===== config.mk =====
export PLATFORM = sky130hd
export DESIGN_NAME = accum_lane_ctrl
export DESIGN_NICKNAME = d
export VERILOG_FILES = /design/src/rtl/accum_lane_ctrl.sv
export SDC_FILE = /design/constraint.sdc
export NUM_CORES = 1
export LEC_CHECK = 0
export BUFFER_PORTS_ARGS = -buffer_cell sky130_fd_sc_hd__buf_2
export CAP_MARGIN = 10
export CORE_ASPECT_RATIO = 1.2
export CORE_MARGIN = 5
export CORE_UTILIZATION = 46
export CTS_BUF_LIST = sky130_fd_sc_hd__clkbuf_16
export CTS_CLUSTER_DIAMETER = 30
export DETAILED_ROUTE_END_ITERATION = 6
export HOLD_SLACK_MARGIN = 0.02
export PLACE_DENSITY = 0.77
export SLEW_MARGIN = 10
export SYNTH_ARGS = -nofsm -noshare
export SYNTH_HDL_FRONTEND = slang
export SYNTH_SLANG_ARGS = --single-unit

===== constraint.sdc =====
create_clock -name clock -period 3.5 [get_ports clock]
set_input_delay 0.7 -clock clock [delete_from_list [all_inputs] [get_ports clock]]
set_output_delay 0.7 -clock clock [all_outputs]
set_load 0.005 [all_outputs]

===== src/rtl/accum_lane_ctrl.sv =====
// accum_lane_ctrl
//   Controller for the sparse-row multiply-accumulate datapath. Counts the
//   elements of the current row, returns the adder output as feedback once
//   the adder pipeline has filled, and gathers tagged final row sums into
//   LANES result registers that are handed off as one frame over a
//   valid/ready handshake.
//
// Ports:
//   clock      - rising-edge clock
//   reset      - asynchronous active-high reset
//   element    - incoming matrix element (all-zero = no element this cycle)
//   set_bit    - start of a new row
//   accum_in   - adder output; [DATA_W] = final-sum tag, [DATA_W-1:0] = sum
//   out_ready  - consumer accepts the frame
//   feedback   - value returned to the adder input (combinational)
//   count      - elements accumulated in the current row (saturating)
//   adder_out  - frame of row sums, lane i at [i*DATA_W +: DATA_W]
//   out_valid  - frame valid
//   lane_ptr   - next lane to be written
//   overflow   - sticky: a final sum arrived while the frame was full
module accum_lane_ctrl #(
    parameter int DATA_W  = 24,
    parameter int LANES   = 4,
    parameter int ADD_LAT = 3,
    parameter int CNT_W   = 5
) (
    input  logic                       clock,
    input  logic                       reset,
    input  logic [DATA_W:0]            element,
    input  logic                       set_bit,
    input  logic [DATA_W:0]            accum_in,
    input  logic                       out_ready,
    output logic [DATA_W-1:0]          feedback,
    output logic [CNT_W-1:0]           count,
    output logic [LANES*DATA_W-1:0]    adder_out,
    output logic                       out_valid,
    output logic [$clog2(LANES)-1:0]   lane_ptr,
    output logic                       overflow
);

    localparam int PTR_W = $clog2(LANES);
    localparam logic [PTR_W-1:0] LAST_LANE = PTR_W'(LANES - 1);
    localparam logic [CNT_W-1:0] CNT_MAX   = '1;
    localparam logic [CNT_W-1:0] FB_THRESH = CNT_W'(ADD_LAT);

    typedef enum logic {
        FILL = 1'b0,
        FULL = 1'b1
    } state_t;

    state_t state_q, state_d;

    logic [DATA_W-1:0] lane_q [LANES];

    logic              capture;
    logic [DATA_W-1:0] sum;

    assign capture = accum_in[DATA_W];
    assign sum     = accum_in[DATA_W-1:0];

    // ------------------------------------------------------------------
    // Row element counter; independent of the frame FSM.
    // ------------------------------------------------------------------
    // NOTE: sequential state is always written with <= so every register
    // samples the pre-edge values, regardless of statement order.
    always_ff @(posedge clock or posedge reset) begin
        if (reset) begin
            count <= '0;
        end else if (element == '0) begin
            count <= '0;
        end else if (set_bit) begin
            count <= '0;
        end else if (count != CNT_MAX) begin
            count <= count + 1'b1;
        end
    end

    // Final sums and the first ADD_LAT-1 partial sums of a row are not
    // valid accumulator values yet, so the adder gets zero instead.
    // NOTE: every combinational output gets a default first so no path
    // leaves it unassigned and infers a latch.
    always_comb begin
        feedback = '0;
        if (!set_bit && !capture && (count >= FB_THRESH)) begin
            feedback = sum;
        end
    end

    // ------------------------------------------------------------------
    // Frame FSM: state register / next state / outputs.
    // ------------------------------------------------------------------
    always_ff @(posedge clock or posedge reset) begin
        if (reset) begin
            state_q <= FILL;
        end else begin
            state_q <= state_d;
        end
    end

    always_comb begin
        state_d = state_q;
        case (state_q)
            FILL: if (capture && (lane_ptr == LAST_LANE)) state_d = FULL;
            FULL: if (out_ready)                          state_d = FILL;
            default:                                      state_d = FILL;
        endcase
    end

    // Lane contents are only exposed while the frame is valid.
    always_comb begin
        out_valid = (state_q == FULL);
        adder_out = '0;
        if (state_q == FULL) begin
            for (int i = 0; i < LANES; i++) begin
                adder_out[i*DATA_W +: DATA_W] = lane_q[i];
            end
        end
    end

    // ------------------------------------------------------------------
    // Lane registers, write pointer and overflow flag.
    // ------------------------------------------------------------------
    // NOTE: the lane registers are reset explicitly because a reset must
    // discard a partial frame; they are few and flop-based, not a RAM.
    always_ff @(posedge clock or posedge reset) begin
        if (reset) begin
            lane_ptr <= '0;
            overflow <= 1'b0;
            for (int i = 0; i < LANES; i++) begin
                lane_q[i] <= '0;
            end
        end else begin
            case (state_q)
                FILL: begin
                    if (capture) begin
                        lane_q[lane_ptr] <= sum;
                        // LANES is a power of two, so the increment wraps
                        // to 0 after the last lane on its own.
                        lane_ptr <= lane_ptr + 1'b1;
                    end
                end
                FULL: begin
                    if (out_ready) begin
                        // Hand-off: a coinciding final sum opens the next
                        // frame in lane 0 rather than being lost.
                        for (int i = 1; i < LANES; i++) begin
                            lane_q[i] <= '0;
                        end
                        lane_q[0] <= capture ? sum : '0;
                        lane_ptr  <= capture ? PTR_W'(1) : '0;
                    end else if (capture) begin
                        overflow <= 1'b1;
                    end
                end
                default: ;
            endcase
        end
    end

endmodule


==> run_results.csv <==
group,metric,value,unit
run_status,status,"finished, final reports clean",
clocking,htreeDepth,3,
critical_path,crit_chain,"ha_1 > nor4_1 > a211oi_4 > and2_1 > buf_2",
critical_path,cpPeakStageDelay,850,ps
critical_path,r2r_end,"lane_q[61]",
global_route,antenna_found_initial,0,
power,combinationalPowerShare,34.9,%
drt,wire_per_inst,15.3,um
clocking,holdBufCountCts,0,
clocking,cts.path.max_buffers,2,
yosys,avgSynthCellArea,8.82,um2
power,power_switching,1.69,mW
critical_path,crit_cells,5,
place,dp_hpwl,10.0,mm
floorplanning,rows,43,
power,intPower,2.87,mW
clocking,cts.sinks,105,
clocking,insertion_delay,340,ps
timing,slew_viol_final,0,
drt,viasPerCell,4.97,
power,clockPowerShare,19.5,%
layout,nets,820,
place,port_buffers,182,
clocking,clockRootBuffer,"clkbuf_16",
floorplanning,initial_core_util,46.5,%
timing,worst_slew_pin_slew,982,ps
critical_path,r2r-start,"out_valid",
timing,relSlewSlack,34.3,%
place,post_dp_cell_area,0.00624,mm2
layout,area_growth,22.1,%
clocking,clkTransAtPathRegs,70,ps
yosys,yosysSeqAreaShare,49.3,%
yosys,syn-num-nets,664,
power,switching_share,37.1,%
drt,drt_pass1_iterations,4,
power,total_power,4.57,mW
drt,drc,0,
timing,hold_ws,489,ps
critical_path,path_max_fanout,24,
flow_run,max_cap_viol_count,0,
worst_hold_path,hold_depth,1,
timing,rsz0062_at_grt,"false",
critical_path,crit_family,"compound AO/OA/AOI/OAI gates",
layout,final_area,0.00650,mm2
layout,fillers,1059,
critical_path,critPathKind,"register to output port",
place,gp_routability_congestion,0.815,
clocking,cts_tree,"yes",
global_route,grt_pass1_vias,4582,
layout,antenna_cells,0,
critical_path,crit_required,2800,ps
drt,routed_wirelength,14.1,mm
timing,fin_crit_sh,85.3,%
power,power.density,702,mW/mm2
global_route,gr-total-overflow,0,
clocking,cts_made_buffers,9,
timing,final-hold-violation-count,0,
layout,post_route_cells_drive_above_1_share,27.1,%
yosys,synth_area,0.00533,mm2
power,vdd_ir_drop_max,0.000329,V
yosys,synthCells,604,
worst_hold_path,hp-class,"register to register",
critical_path,startpoint_type,"register",
timing,tns,0,ps
global_route,track_usage,20.9,%
power,seq_power_share,45.6,%
clocking,cts_setup_buffers,0,
timing,max_freq,335,MHz
floorplanning,die_y,128,um
timing,skew,4.89,ps
floorplanning,die_x,108,um
layout,post-route-util,56.7,%
timing,layout_min_cycle_time,2990,ps
floorplanning,core,0.0115,mm2
critical_path,rr_worst_depth,4,
power,p_leak,3.42,nW
critical_path,rrSetupSlack,1240,ps
critical_path,cp_data_arrival_time,2290,ps
drt,vias,4580,
critical_path,startpoint,"count[0]",
global_route,grt_pass1_wl,23.0,mm
critical_path,cp-endpoint,"feedback[6]",
clocking,cts_resized,0,
drt,postRouteAntennaNets,0,
drt,initialDrtViolationCount,201,
yosys,yosysUniqueCellTypes,31,
critical_path,cp.buffers_inverters,1,
critical_path,endpoint_kind,"output port",
yosys,yosysWarningCount,0,
floorplanning,die_area,0.0138,mm2
timing,setup_viol,0,
floorplanning,io_pins,183,
critical_path,crit_slowest_cell,"a211oi_4",
yosys,synth-seq-cells,105,
global_route,grt_start_max_net_pins,72,
cell type report:
type	instances	area [um2]	area share, %
Timing Repair Buffer	186	941	14.5
Clock buffer	9	225	3.46
Inverter	28	108	1.66
Tap cell	157	196	3.02
Multi-Input combinational cell	430	2370	36.5
Clock inverter	7	31.3	0.481
Sequential cell	105	2630	40.4
worst min path at each step:
stage | slack (ps) | to | startpoint
after floorplan | 470 | overflow | overflow
after global placement | 480 | overflow | overflow
after detailed placement | 490 | overflow | overflow
after CTS | 510 | overflow | overflow
after global routing | 520 | overflow | overflow
final | 490 | overflow | overflow
flip-flops by register name, indices dropped and copies added (netlist names):
register / cells
lane_ptr: 2
out_valid: 1
lane_q: 96
count: 5
overflow: 1
logic make-up after synthesis:
family / synth area share, %
AOI/OAI and AO/OA: 8.36
DFF: 49.3
muxes: 5.29
buffers and inverters: 6.32
xor gates and xnor gates: 0.493
and+or+nand+nor: 28.8
adders and majority gates: 1.41
power by group through the flow:
stage	Sequential [mW]	Combinational, mW	Clock, mW
2_1_floorplan	1.96	1.21	0
6_report	2.08	1.59	0.892
3_3_place_gp	2.07	1.54	0
4_1_cts	2.09	1.62	0.912
3_5_place_dp	2.10	1.62	0
5_1_grt	2.15	1.83	0.954
synthesized netlist by cell type:
| master | count | area share, % |
|---|---|---|
| o21ai_0 | 72 | 6.8 |
| nor4_1 | 6 | 0.70 |
| a211oi_1 | 6 | 0.85 |
| a21oi_1 | 1 | 0.094 |
| mux2i_1 | 27 | 5.1 |
| nor2_1 | 2 | 0.14 |
| and3b_2 | 3 | 0.56 |
| inv_1 | 28 | 2.0 |
| nor2b_4 | 1 | 0.26 |
| o21bai_1 | 1 | 0.14 |
| xnor2_1 | 1 | 0.16 |
| a211oi_2 | 1 | 0.23 |
| o22ai_1 | 1 | 0.12 |
| buf_12 | 2 | 0.75 |
| ha_1 | 6 | 1.4 |
| xor2_1 | 2 | 0.33 |
| mux2_2 | 1 | 0.21 |
| a22o_1 | 1 | 0.16 |
| nand2b_1 | 2 | 0.23 |
| nand2_1 | 169 | 12 |
| clkbuf_1 | 18 | 1.3 |
| nor3_1 | 1 | 0.094 |
| and3_1 | 2 | 0.23 |
| nor2b_1 | 1 | 0.12 |
| buf_6 | 3 | 0.63 |
| nand4b_1 | 1 | 0.16 |
| and4_1 | 1 | 0.16 |
| buf_2 | 18 | 1.7 |
| nand2_2 | 1 | 0.12 |
| dfrtp_1 | 105 | 49 |
| and2_1 | 120 | 14 |
cells in the final DEF (no fill, tap or decap), types with 9 or more instances in the layout:
master | netlist | final
and2_1 | 120 | 120
dfrtp_1 | 105 | 104
o21ai_0 | 72 | 72
buf_2 | 18 | 182
inv_1 | 28 | 30
mux2i_1 | 27 | 27
clkbuf_16 | 0 | 9
nand2_1 | 169 | 169
per-stage QoR:
stage | setup slack, ps | instances
2_1_floorplan | 39.5 | 604
5_1_grt | 338 | 922
4_1_cts | 446 | 922
3_5_place_dp | 729 | 906
6_report | 515 | 922
3_3_place_gp | 788 | 906
routing by layer:
layer / global-route usage, % / wire length [um] / vias up
met2: 34.9 / 7040 / 169
met1: 28.7 / 6130 / 2181
met4: 6.32 / 86 / 0
li1: - / - / 2226
met5: 0 / 0 / -
met3: 2.22 / 848 / 4
Power figures use the tool's default switching activity.
